$ cat src/rtl/pipe_stage_reg.sv
// -----------------------------------------------------------------------------
// pipe_stage_reg
//
// This is a generic inter-stage pipeline register (IF/ID, ID/EX, ...). It has a
// valid/ready handshake, a stall that freezes the stage, and a flush that
// rewrites a masked field of the held payload with a bubble value.
//
// With SKID=1 a second entry (S) sits behind the main register (M). In this
// mode in_ready comes straight from a flop, so downstream back-pressure never
// forms a combinational path into the upstream stage. With SKID=0 the stage is
// a single register whose in_ready is combinational.
//
// Ports
//   clk        rising-edge clock
//   rst        asynchronous active-high reset
//   stall      hazard hold: every register keeps its value, in_ready forced 0
//   flush      drop queued beats and turn M into a bubble (masked overwrite)
//   in_valid   upstream beat valid
//   in_ready   stage can accept a beat this cycle
//   in_data    upstream payload
//   out_valid  out_data holds a valid beat
//   out_ready  downstream accepts
//   out_data   payload held in the main register M
//   count      occupancy (0, 1 or 2)
// -----------------------------------------------------------------------------
module pipe_stage_reg #(
    parameter int unsigned       DATA_W      = 64,
    parameter logic [DATA_W-1:0] RST_VAL     = {32'h8000_0000, 32'h0},
    parameter logic [DATA_W-1:0] BUBBLE_VAL  = 64'h0000_0000_0000_0013,
    parameter logic [DATA_W-1:0] FLUSH_MASK  = 64'h0000_0000_FFFF_FFFF,
    parameter bit                FLUSH_VALID = 1'b1,
    parameter bit                SKID        = 1'b1
) (
    input  logic              clk,
    input  logic              rst,
    input  logic              stall,
    input  logic              flush,
    input  logic              in_valid,
    output logic              in_ready,
    input  logic [DATA_W-1:0] in_data,
    output logic              out_valid,
    input  logic              out_ready,
    output logic [DATA_W-1:0] out_data,
    output logic [1:0]        count
);

    // The state encoding equals the occupancy, so count is the state itself.
    typedef enum logic [1:0] {
        StEmpty = 2'd0,
        StOne   = 2'd1,
        StTwo   = 2'd2
    } state_e;

    state_e            state_q, state_d;
    logic [DATA_W-1:0] m_data_q, m_data_d;
    logic [DATA_W-1:0] s_data_q, s_data_d;
    logic              ready_q, ready_d;

    logic              acc;
    logic              deq;
    logic [DATA_W-1:0] flush_data;

    // -------------------------------------------------------------------------
    // Outputs
    // -------------------------------------------------------------------------
    assign out_valid = (state_q != StEmpty);
    assign out_data  = m_data_q;
    assign count     = state_q;

    // In skid mode ready comes from a flop, which breaks the back-pressure
    // path. Only stall reaches in_ready combinationally.
    assign in_ready = SKID ? (ready_q & ~stall)
                           : ((~out_valid | out_ready) & ~stall);

    assign acc = in_valid & in_ready;
    assign deq = out_valid & out_ready & ~stall;

    // Only the masked field takes the bubble; the rest (e.g. npc) survives.
    assign flush_data = (m_data_q & ~FLUSH_MASK) | (BUBBLE_VAL & FLUSH_MASK);

    // -------------------------------------------------------------------------
    // Next-state logic
    // -------------------------------------------------------------------------
    always_comb begin
        state_d  = state_q;
        m_data_d = m_data_q;
        s_data_d = s_data_q;
        ready_d  = ready_q;

        if (!stall) begin
            if (flush) begin
                // Leaving StTwo empties S; its stale data is never observed.
                // A beat accepted in this cycle is dropped.
                m_data_d = flush_data;
                state_d  = FLUSH_VALID ? StOne : StEmpty;
                ready_d  = 1'b1;
            end else if (SKID) begin
                unique case (state_q)
                    StEmpty: begin
                        if (acc) begin
                            m_data_d = in_data;
                            state_d  = StOne;
                        end
                    end
                    StOne: begin
                        if (acc && deq) begin
                            m_data_d = in_data;
                        end else if (acc) begin
                            s_data_d = in_data;
                            state_d  = StTwo;
                        end else if (deq) begin
                            state_d = StEmpty;
                        end
                    end
                    StTwo: begin
                        // ready_q is 0 here, so no beat can be accepted.
                        if (deq) begin
                            m_data_d = s_data_q;
                            state_d  = StOne;
                        end
                    end
                    default: begin
                        state_d = StEmpty;
                    end
                endcase
                ready_d = (state_d != StTwo);
            end else begin
                if (acc) begin
                    m_data_d = in_data;
                    state_d  = StOne;
                end else if (deq) begin
                    state_d = StEmpty;
                end
            end
        end
    end

    // -------------------------------------------------------------------------
    // State registers
    // -------------------------------------------------------------------------
    always_ff @(posedge clk or posedge rst) begin
        if (rst) begin
            state_q  <= StEmpty;
            m_data_q <= RST_VAL;
            s_data_q <= '0;
            ready_q  <= 1'b1;
        end else begin
            state_q  <= state_d;
            m_data_q <= m_data_d;
            s_data_q <= s_data_d;
            ready_q  <= ready_d;
        end
    end

endmodule

$ cat config.mk
export PLATFORM = sky130hd
export DESIGN_NAME = pipe_stage_reg
export DESIGN_NICKNAME = d
export VERILOG_FILES = /design/src/rtl/pipe_stage_reg.sv
export SDC_FILE = /design/constraint.sdc
export NUM_CORES = 1
export LEC_CHECK = 0
export CAP_MARGIN = 10
export CORE_UTILIZATION = 55
export DETAILED_ROUTE_END_ITERATION = 8
export HOLD_SLACK_MARGIN = 0.1
export PLACE_DENSITY = 0.9
export SLEW_MARGIN = 10
export SYNTH_ARGS = -nofsm -noshare
export SYNTH_HDL_FRONTEND = slang
export SYNTH_SLANG_ARGS = --single-unit
$ cat constraint.sdc
create_clock -name clk -period 8.23 [get_ports clk]
set_input_delay 1.646 -clock clk [delete_from_list [all_inputs] [get_ports clk]]
set_output_delay 1.646 -clock clk [all_outputs]
set_load 0.05 [all_outputs]
==> results.md, run 1 <==
* Synth Area in Compound Gates at 7.70%
* Initial DRC Count at 265
* First-pass GRT wire length at 25.9 mm
* Worst path bufs/invs at 3
* EDFF count, synth at 0
* Antenna violations before repair at 0
* Port buffer count at 137
* Final Critical Period at 4.99 ns
* Post-synth cell types at 41
* Cell Count Post-Placement at 745
* # rows at 39
* Switching Fraction at 37.9%
* CP Class: primary input to output port
* Final net count at 695
* Total power at 0.00347 W
* Part of the power in combinational logic at 43.7%
* RSZ-0062 raised after global routing: false
* CP arrival at 3.34 ns
* Post-Syn Instances at 494
* H-tree depth at 4
* Sequential-to-total area share from yosys stat at 48.9%
* Die ar. at 12700 µm²
* R2R depth at 6
* CP startpoint kind: primary input
* Final slew viol count at 0
* Via density at 5.78
* CTS tree: yes
* Root Buffer: clkbuf_16
* Fin crit share at 60.6%
* Crit-path cells: clkdlybuf4s50_1 -> buf_4 -> nor2_1 -> clkdlybuf4s50_1
* Setup violations, final at 0
* DRT Wirelength at 15.7 mm
* HP Class: register to register
* Yosys reg bits at 131
* CTS Hold Bufs at 0
* IO Count at 138
* CP top delay family: buffers and inverters
* Highest metal used: met4
* Vias at 4490
* Worst path depth at 4
* Max Root-Sink Buffers at 2
* Switch Pwr at 0.00132 W
* CP max stage cell: clkdlybuf4s50_1
* Core region area at 11700 µm²
* Simple-gate share of the synthesized area at 6.86%
* Max-cap violations at 0
* Max transition margin at 23.2%
* Clock skew at 0.0106 ns
* Hold Fails Final Rpt at 0
* Post-synth top flop: dfrtp_1
* Diode count at 0
* Initial core utilization at 57.6%
* Clock power share at 22.7%
* Wire length on met1 at 6.51 mm
* Post-synth ARST share at 100%
* Final setup TNS at 0 ns
* Post-Syn Nets at 568
* Final cell count without fillers at 777
* Crit-path max FO at 43
* Die Wd at 112 µm
* Highest-count cells in the layout ignoring fill and taps: 137 x clkdlybuf4s50_1, 129 x dfrtp_1, 94 x mux2_4
* Largest net degree at the start of global routing at 83
* Antenna-violating nets left at 0
* Syn avg cell area at 13.6 µm²
* Critical path endpoint category: output port
* XOR/XNOR Fraction of Synth Area at 0%
* Post-CTS resize count at 0
* Peak Freq at 0.200 GHz
* DR WL met2 at 8.07 mm
* Post-synthesis mux area share at 31.7%
* Placer Congestion at 0.800
* Die Ht at 112 µm
* Wirelength per Cell at 20.3 µm
* Largest family of logic cells by synthesized area: multiplexers
* Number of global-route vias before repair at 4919
* Share of cells above drive strength 1 at 28.2%
* Gr usage total at 26.5%
* Num CTS Buffers at 17
* PD cells at 399 nW/µm²
* DR pass1 iterations at 5
* Adder-Cell Fraction of Synth Area at 0.745%
* Outcome: finished, final reports clean
* Total internal power at 0.00215 W
* CTS clk-pin slew, worst paths at 0.05 ns
* Area Overhead vs Synth at 29.7%
* Most common cell after layout, fill and taps aside: clkdlybuf4s50_1
* Hold Slack at 0.506 ns
* Biggest cell delay along the critical path at 0.71 ns
* CP most frequent cell: clkdlybuf4s50_1
* Worst-Skew Late Latency at 0.42 ns
* Worst Path Required at 6.58 ns
* # clock sinks at 131
* DR WL met3 at 823 µm
* Worst Tran Pin Value at 1.15 ns
* Cell leakage power at 3.71 nW
* Drc violations at 0
* Worst hold stages at 1
* Max IR drop VDD at 0.229 mV
* Warnings, synthesis at 0
* Final HPWL DP at 9.85 mm
* Setup repair bufs after CTS at 0
* Gr ovfl total at 0
* Seq pwr share at 33.6%
* Synth Cell Area at 6710 µm²
==> cell families after synthesis <==
group                    after synthesis
AO/OA/AOI/OAI                         77
adder cells (fa/ha/maj)                4
buffers and inverters                 42
flip-flops                           131
multiplexers                         161
AND/OR/NAND/NOR                       79
==> stage by stage <==
stage / util [%] / setup WS [ns] / area [µm²]
floorplan: - / 3.09 / 6710
global placement: 69.3 / 3.26 / 8080
detailed placement: 69.3 / 3.09 / 8080
CTS: 74.6 / 3.25 / 8710
global route: 74.6 / 3.15 / 8710
finish: 74.6 / 3.24 / 8710
==> registers in the layout, indices dropped and copies added (netlist names) <==
signal    flops
ready_q       1
s_data_q     64
count         2
out_data     64
==> power by group through the flow <==
stage | logic (W) | clock network, W | registers [W]
finish | 0.00152 | 0.000786 | 0.00117
floorplan | 0.000571 | 0 | 0.00162
CTS | 0.00152 | 0.000795 | 0.00116
detailed placement | 0.00151 | 0 | 0.00116
global route | 0.00158 | 0.000829 | 0.00120
global placement | 0.00147 | 0 | 0.00114
==> cells in the mapped netlist, types with 2 or more instances <==
library cell	instances	share of area (%)
a211oi_1	2	0.22
a21bo_2	2	0.30
buf_1	2	0.11
buf_2	6	0.45
buf_6	6	1.0
buf_8	6	1.3
clkbuf_1	16	0.89
dfrtp_1	129	48
dfstp_2	2	0.78
ha_1	4	0.75
inv_1	5	0.28
mux2_1	2	0.34
mux2_2	35	5.9
mux2_4	94	21
mux2i_1	30	4.5
nand2_1	30	1.7
nand2b_1	3	0.28
nor2_1	5	0.28
nor2b_1	30	2.8
nor3_1	2	0.15
o211a_1	3	0.45
o211ai_1	29	3.2
o21ai_0	33	2.5
==> per-layer routing <==
| layer | GRT usage (%) | vias to the layer above |
|---|---|---|
| met5 | 0 | - |
| met4 | 11.2 | 0 |
| met3 | 5.94 | 33 |
| met2 | 44.9 | 157 |
| met1 | 32.9 | 2287 |
| li1 | - | 2013 |
==> final cells by class <==
cell class                      count  area [µm²]
Sequential cell                   131        3280
Timing Repair Buffer              144        1420
Clock buffer                       23         498
Tap cell                          143         179
Clock inverter                      9         125
Inverter                            6        25.0
Multi-Input combinational cell    321        3170
Fill cell                         727        2960
==> final timing paths <==
check / startpoint / end / slack, ns
max: stall / in_ready / 3.24
min: s_data_q[46] / s_data_q[46] / 0.51
max reg2reg: count[0] / out_data[17] / 3.99
min reg2reg: s_data_q[46] / s_data_q[46] / 0.51
max in group asynchronous: rst / s_data_q[8] / 5.12
min in group asynchronous: rst / out_data[41] / 1.65
Note: power is estimated with default switching activity, not from simulation.
==> run 2: changes to the inputs <==
--- a/config.mk
+++ b/config.mk
@@ -6,10 +6,10 @@
 export NUM_CORES = 1
 export LEC_CHECK = 0
 export CAP_MARGIN = 10
-export CORE_UTILIZATION = 55
+export CORE_UTILIZATION = 52
 export DETAILED_ROUTE_END_ITERATION = 8
 export HOLD_SLACK_MARGIN = 0.1
-export PLACE_DENSITY = 0.9
+export PLACE_DENSITY = 0.86
 export SLEW_MARGIN = 10
 export SYNTH_ARGS = -nofsm -noshare
 export SYNTH_HDL_FRONTEND = slang
==> constraint.sdc (replaced) <==
create_clock -name clk -period 4.62 [get_ports clk]
set_input_delay 0.924 -clock clk [delete_from_list [all_inputs] [get_ports clk]]
set_output_delay 0.924 -clock clk [all_outputs]
set_load 0.05 [all_outputs]
==> results.md, run 2 (synthesized netlist as in run 1, its figures left out) <==
* Fillers at 882
* CP arrival at 3.64 ns
* Initial DRC Count at 194
* RSZ-0062 raised after global routing: false
* Cell leakage power at 3.69 nW
* Die ar. at 13400 µm²
* Worst Path Required at 4.93 ns
* Setup slack at placement at 0.901 ns
* Hold Fails Final Rpt at 0
* Setup repair bufs after CTS at 0
* Core region area at 12600 µm²
* Highest-count cells in the layout ignoring fill and taps: 136 x clkdlybuf4s50_1, 129 x dfrtp_1, 94 x mux2_4
* Post-route cell area at 8710 µm²
* Peak Freq at 0.300 GHz
* Via density at 5.50
* Setup violations, final at 0
* Final HPWL DP at 9.89 mm
* Crit-path max FO at 34
* Vias at 4441
* DRT Wirelength at 15.2 mm
* Num CTS Buffers at 17
* HP Class: register to register
* Post-CTS resize count at 0
* Largest net degree at the start of global routing at 92
* Fin crit share at 72.3%
* Antenna violations before repair at 0
* Fin worst setup slack at 1.28 ns
* Final net count at 697
* Root Buffer: clkbuf_16
* Area Overhead vs Synth at 29.8%
* Worst-Skew Late Latency at 0.42 ns
* DR pass1 iterations at 4
* Diode count at 0
* Final slew viol count at 0
* Final Critical Period at 3.34 ns
* Hold Slack at 0.505 ns
* Placed instance area at 8130 µm²
* CP Class: primary input to register
* Gr usage total at 24.1%
* CTS clk-pin slew, worst paths at 0.06 ns
* Placer Congestion at 0.809
* First-pass GRT wire length at 24.3 mm
* PD cells at 696 nW/µm²
* CP startpoint kind: primary input
* CTS tree: yes
* Initial core utilization at 53.2%
* Drc violations at 0
* Outcome: finished, final reports clean
* CTS Hold Bufs at 0
* Total power at 0.00607 W
* Critical path endpoint category: register
* H-tree depth at 4
* Most common cell after layout, fill and taps aside: clkdlybuf4s50_1
* Wirelength per Cell at 18.9 µm
* Gr ovfl total at 0
* Max transition margin at 17.1%
* Max IR drop VDD at 0.390 mV
* IO Count at 138
* Final setup TNS at 0 ns
* Number of global-route vias before repair at 4733
* Antenna-violating nets left at 0
* Max-cap violations at 0
* Worst Tran Pin Value at 1.24 ns
* Share of cells above drive strength 1 at 28.5%
* # clock sinks at 131
* Clock skew at 0.00900 ns
* Max Root-Sink Buffers at 2
* Die Ht at 116 µm
* # rows at 41
* Port buffer count at 137
* Die Wd at 116 µm
==> run 2: changes by cell type in the layout (fill, tap and decap cells not counted), sizes merged <==
cell / before / now
buf: 7 / 10
clkbuf: 23 / 21
bufinv: 3 / 2
clkinvlp: 2 / 3
clkinv: 5 / 6
clkdlybuf4s50: 137 / 136
==> run 2: power by group <==
group          internal (W)  switching [W]  total, W
clock              0.000828       0.000491   0.00132
combinational       0.00123        0.00145   0.00268
sequential          0.00170       0.000371   0.00207
total               0.00375        0.00232   0.00607
==> run 2: worst paths after layout <==
path	start	to	slack, ns	depth (start not counted)
hold reg to reg	s_data_q[54]	s_data_q[54]	0.50	1
hold / removal	s_data_q[54]	s_data_q[54]	0.50	1
max in group asynchronous	rst	s_data_q[10]	2.75	3
setup reg to reg	count[1]	out_data[4]	1.36	7
min in group asynchronous	rst	out_data[35]	1.04	2
setup / recovery	in_valid	out_data[4]	1.28	6
==> run 2: cell type report <==
class	instances	area [µm²]	area share [%]
tap	172	215	2.47
sequential	131	3280	37.7
multi-input combinational	321	3170	36.4
timing repair buffer	146	1440	16.5
inverter	6	27.5	0.316
clock inverter	10	108	1.24
clock buffer	21	470	5.40
==> run 2: stage by stage <==
| step | cells | utilization [%] |
|---|---|---|
| 2_1_floorplan | 494 | - |
| 3_3_place_gp | 776 | 64.4 |
| 3_5_place_dp | 776 | 64.4 |
| 4_1_cts | 807 | 69.0 |
| 5_1_grt | 807 | 69.0 |
| 6_report | 807 | 69.0 |
==> run 2: layer usage <==
metal / track usage, % / routed length (µm)
met3: 5.91 / 814
met2: 38.6 / 7230
met4: 9.40 / 293
met1: 31.7 / 6910
met5: 0 / 0
==> run 2: critical path, stage by stage <==
cell and delay (ns):
clkdlybuf4s50_1 0.65, and4bb_1 0.30, nor3_4 0.06, buf_4 0.24, or4_1 1.03, o211a_1 0.43
==> run 3: changes to the inputs <==
--- a/config.mk
+++ b/config.mk
@@ -6,10 +6,10 @@
 export NUM_CORES = 1
 export LEC_CHECK = 0
 export CAP_MARGIN = 10
-export CORE_UTILIZATION = 52
+export CORE_UTILIZATION = 47
 export DETAILED_ROUTE_END_ITERATION = 8
 export HOLD_SLACK_MARGIN = 0.1
-export PLACE_DENSITY = 0.86
+export PLACE_DENSITY = 0.82
 export SLEW_MARGIN = 10
 export SYNTH_ARGS = -nofsm -noshare
 export SYNTH_HDL_FRONTEND = slang
==> constraint.sdc (replaced) <==
create_clock -name clk -period 2.85 [get_ports clk]
set_input_delay 0.57 -clock clk [delete_from_list [all_inputs] [get_ports clk]]
set_output_delay 0.57 -clock clk [all_outputs]
set_load 0.05 [all_outputs]
==> results.md, run 3 (synthesized netlist as in run 1, its figures left out) <==
* Port buffer count at 137
* Setup slack, reg-to-reg at 0.21 ns
* First-pass GRT wire length at 25.1 mm
* Worst path bufs/invs at 2
* Gr usage total at 22.2%
* Clock skew at 0.00934 ns
* Biggest cell delay along the critical path at 0.49 ns
* RR Startpoint: count[1]
* Cell Count Post-Placement at 792
* Worst Tran Pin Value at 0.623 ns
* Fin crit share at 92.5%
* PD cells at 1130 nW/µm²
* CP top delay family: simple AND/OR/NAND/NOR gates
* Worst-Skew Late Latency at 0.42 ns
* Final cell count without fillers at 824
* Wirelength per Cell at 18.9 µm
* Die Wd at 122 µm
* Largest net degree at the start of global routing at 78
* Initial core utilization at 48.2%
* Peak Freq at 0.379 GHz
* Number of global-route vias before repair at 4882
* HP Class: register to register
* Diode count at 0
* R2R depth at 7
* Core region area at 13900 µm²
* CP arrival at 2.93 ns
* CTS clk-pin slew, worst paths at 0.06 ns
* Root Buffer: clkbuf_16
* Max-cap violations at 0
* Placer Congestion at 0.834
* CP max stage cell: or3b_2
* Area Overhead vs Synth at 32.1%
* Max Root-Sink Buffers at 2
* Outcome: finished, final reports clean
* Via density at 5.47
* H-tree depth at 4
* Share of cells above drive strength 1 at 29.7%
* Crit-path max FO at 32
* RSZ-0062 raised after global routing: false
* Final core area utilization at 63.7%
* CTS tree: yes
* Crit-path cells: inv_1 -> ha_1 -> nor3b_4 -> a31oi_1 -> or3b_2 -> buf_12 -> mux2_1
* Die Ht at 122 µm
* Worst Path Required at 3.14 ns
* Antenna violations before repair at 0
* Setup violations, final at 0
* Cell leakage power at 3.77 nW
* Final setup TNS at 0 ns
* CP Class: register to register
* Setup crit end: out_data[62]
* IO Count at 138
* Final HPWL DP at 10.2 mm
* Critical R2R Capture: out_data[62]
* Final slew viol count at 0
* Area occupied by multi-input gates at 3170 µm²
* Critical path endpoint category: register
* # clock sinks at 131
* Die ar. at 14800 µm²
* Max IR drop VDD at 0.602 mV
* Highest-count cells in the layout ignoring fill and taps: 134 x clkdlybuf4s50_1, 129 x dfrtp_1, 94 x mux2_4
* Drc violations at 0
* Fillers at 1008
* Final net count at 705
* DRT Wirelength at 15.6 mm
* Num CTS Buffers at 17
* # rows at 43
* Worst path depth at 7
* Setup crit start: count[1]
* Initial DRC Count at 292
* DR pass1 iterations at 4
* Max transition margin at 58.5%
* Final Critical Period at 2.64 ns
* Vias at 4509
* CP startpoint kind: register
* Sequential standard cell area at 3280 µm²
* Hold Fails Final Rpt at 0
* Most common cell after layout, fill and taps aside: clkdlybuf4s50_1
* Antenna-violating nets left at 0
* Gr ovfl total at 0
[run 3: timing repair]
| item | CTS | global route |
|---|---|---|
| endpoints found under the hold margin | 0 | 0 |
| hold buffers | 0 | 0 |
| endpoints found under the setup margin | 1 | 0 |
| resized for setup | 1 | 0 |
| buffers inserted | 0 | 0 |
[run 3: layout make-up]
class                           instances  share of cell area (%)
Clock buffer                           19                    4.99
Clock inverter                         13                    2.05
Inverter                                6                   0.296
Multi-Input combinational cell        321                    35.8
Sequential cell                       131                    37.0
Tap cell                              180                    2.54
Timing Repair Buffer                  154                    17.4
[run 3: layer usage]
metal / GRT usage [%] / routed length (µm)
met5: 0 / 0
met4: 6.79 / 208
met3: 5.12 / 617
met2: 37.6 / 7900
met1: 28.0 / 6860
[run 3: power by group]
group	internal [W]	switching [W]
sequential	0.00275	0.000591
combinational	0.00200	0.00238
clock	0.00149	0.000831
[run 3: stage by stage]
step	hold WS (ns)	cell area, µm²	total power, W	worst slack, ns
floorplan	0.476	6720	0.00632	0.203
global placement	0.477	8250	0.00757	0.167
detailed placement	0.490	8250	0.00772	0.0974
CTS	0.503	8870	0.0101	0.235
global route	0.519	8870	0.0105	0.109
finish	0.497	8870	0.0100	0.215
[run 3: worst min path at each step]
stage | from | endpoint | slack (ns) | cells after the start
6_report | out_data[62] | out_data[62] | 0.50 | 1
3_3_place_gp | out_data[62] | out_data[62] | 0.48 | 1
5_1_grt | s_data_q[53] | s_data_q[53] | 0.52 | 1
4_1_cts | out_data[62] | out_data[62] | 0.50 | 1
2_1_floorplan | s_data_q[0] | s_data_q[0] | 0.48 | 1
3_5_place_dp | out_data[62] | out_data[62] | 0.49 | 1
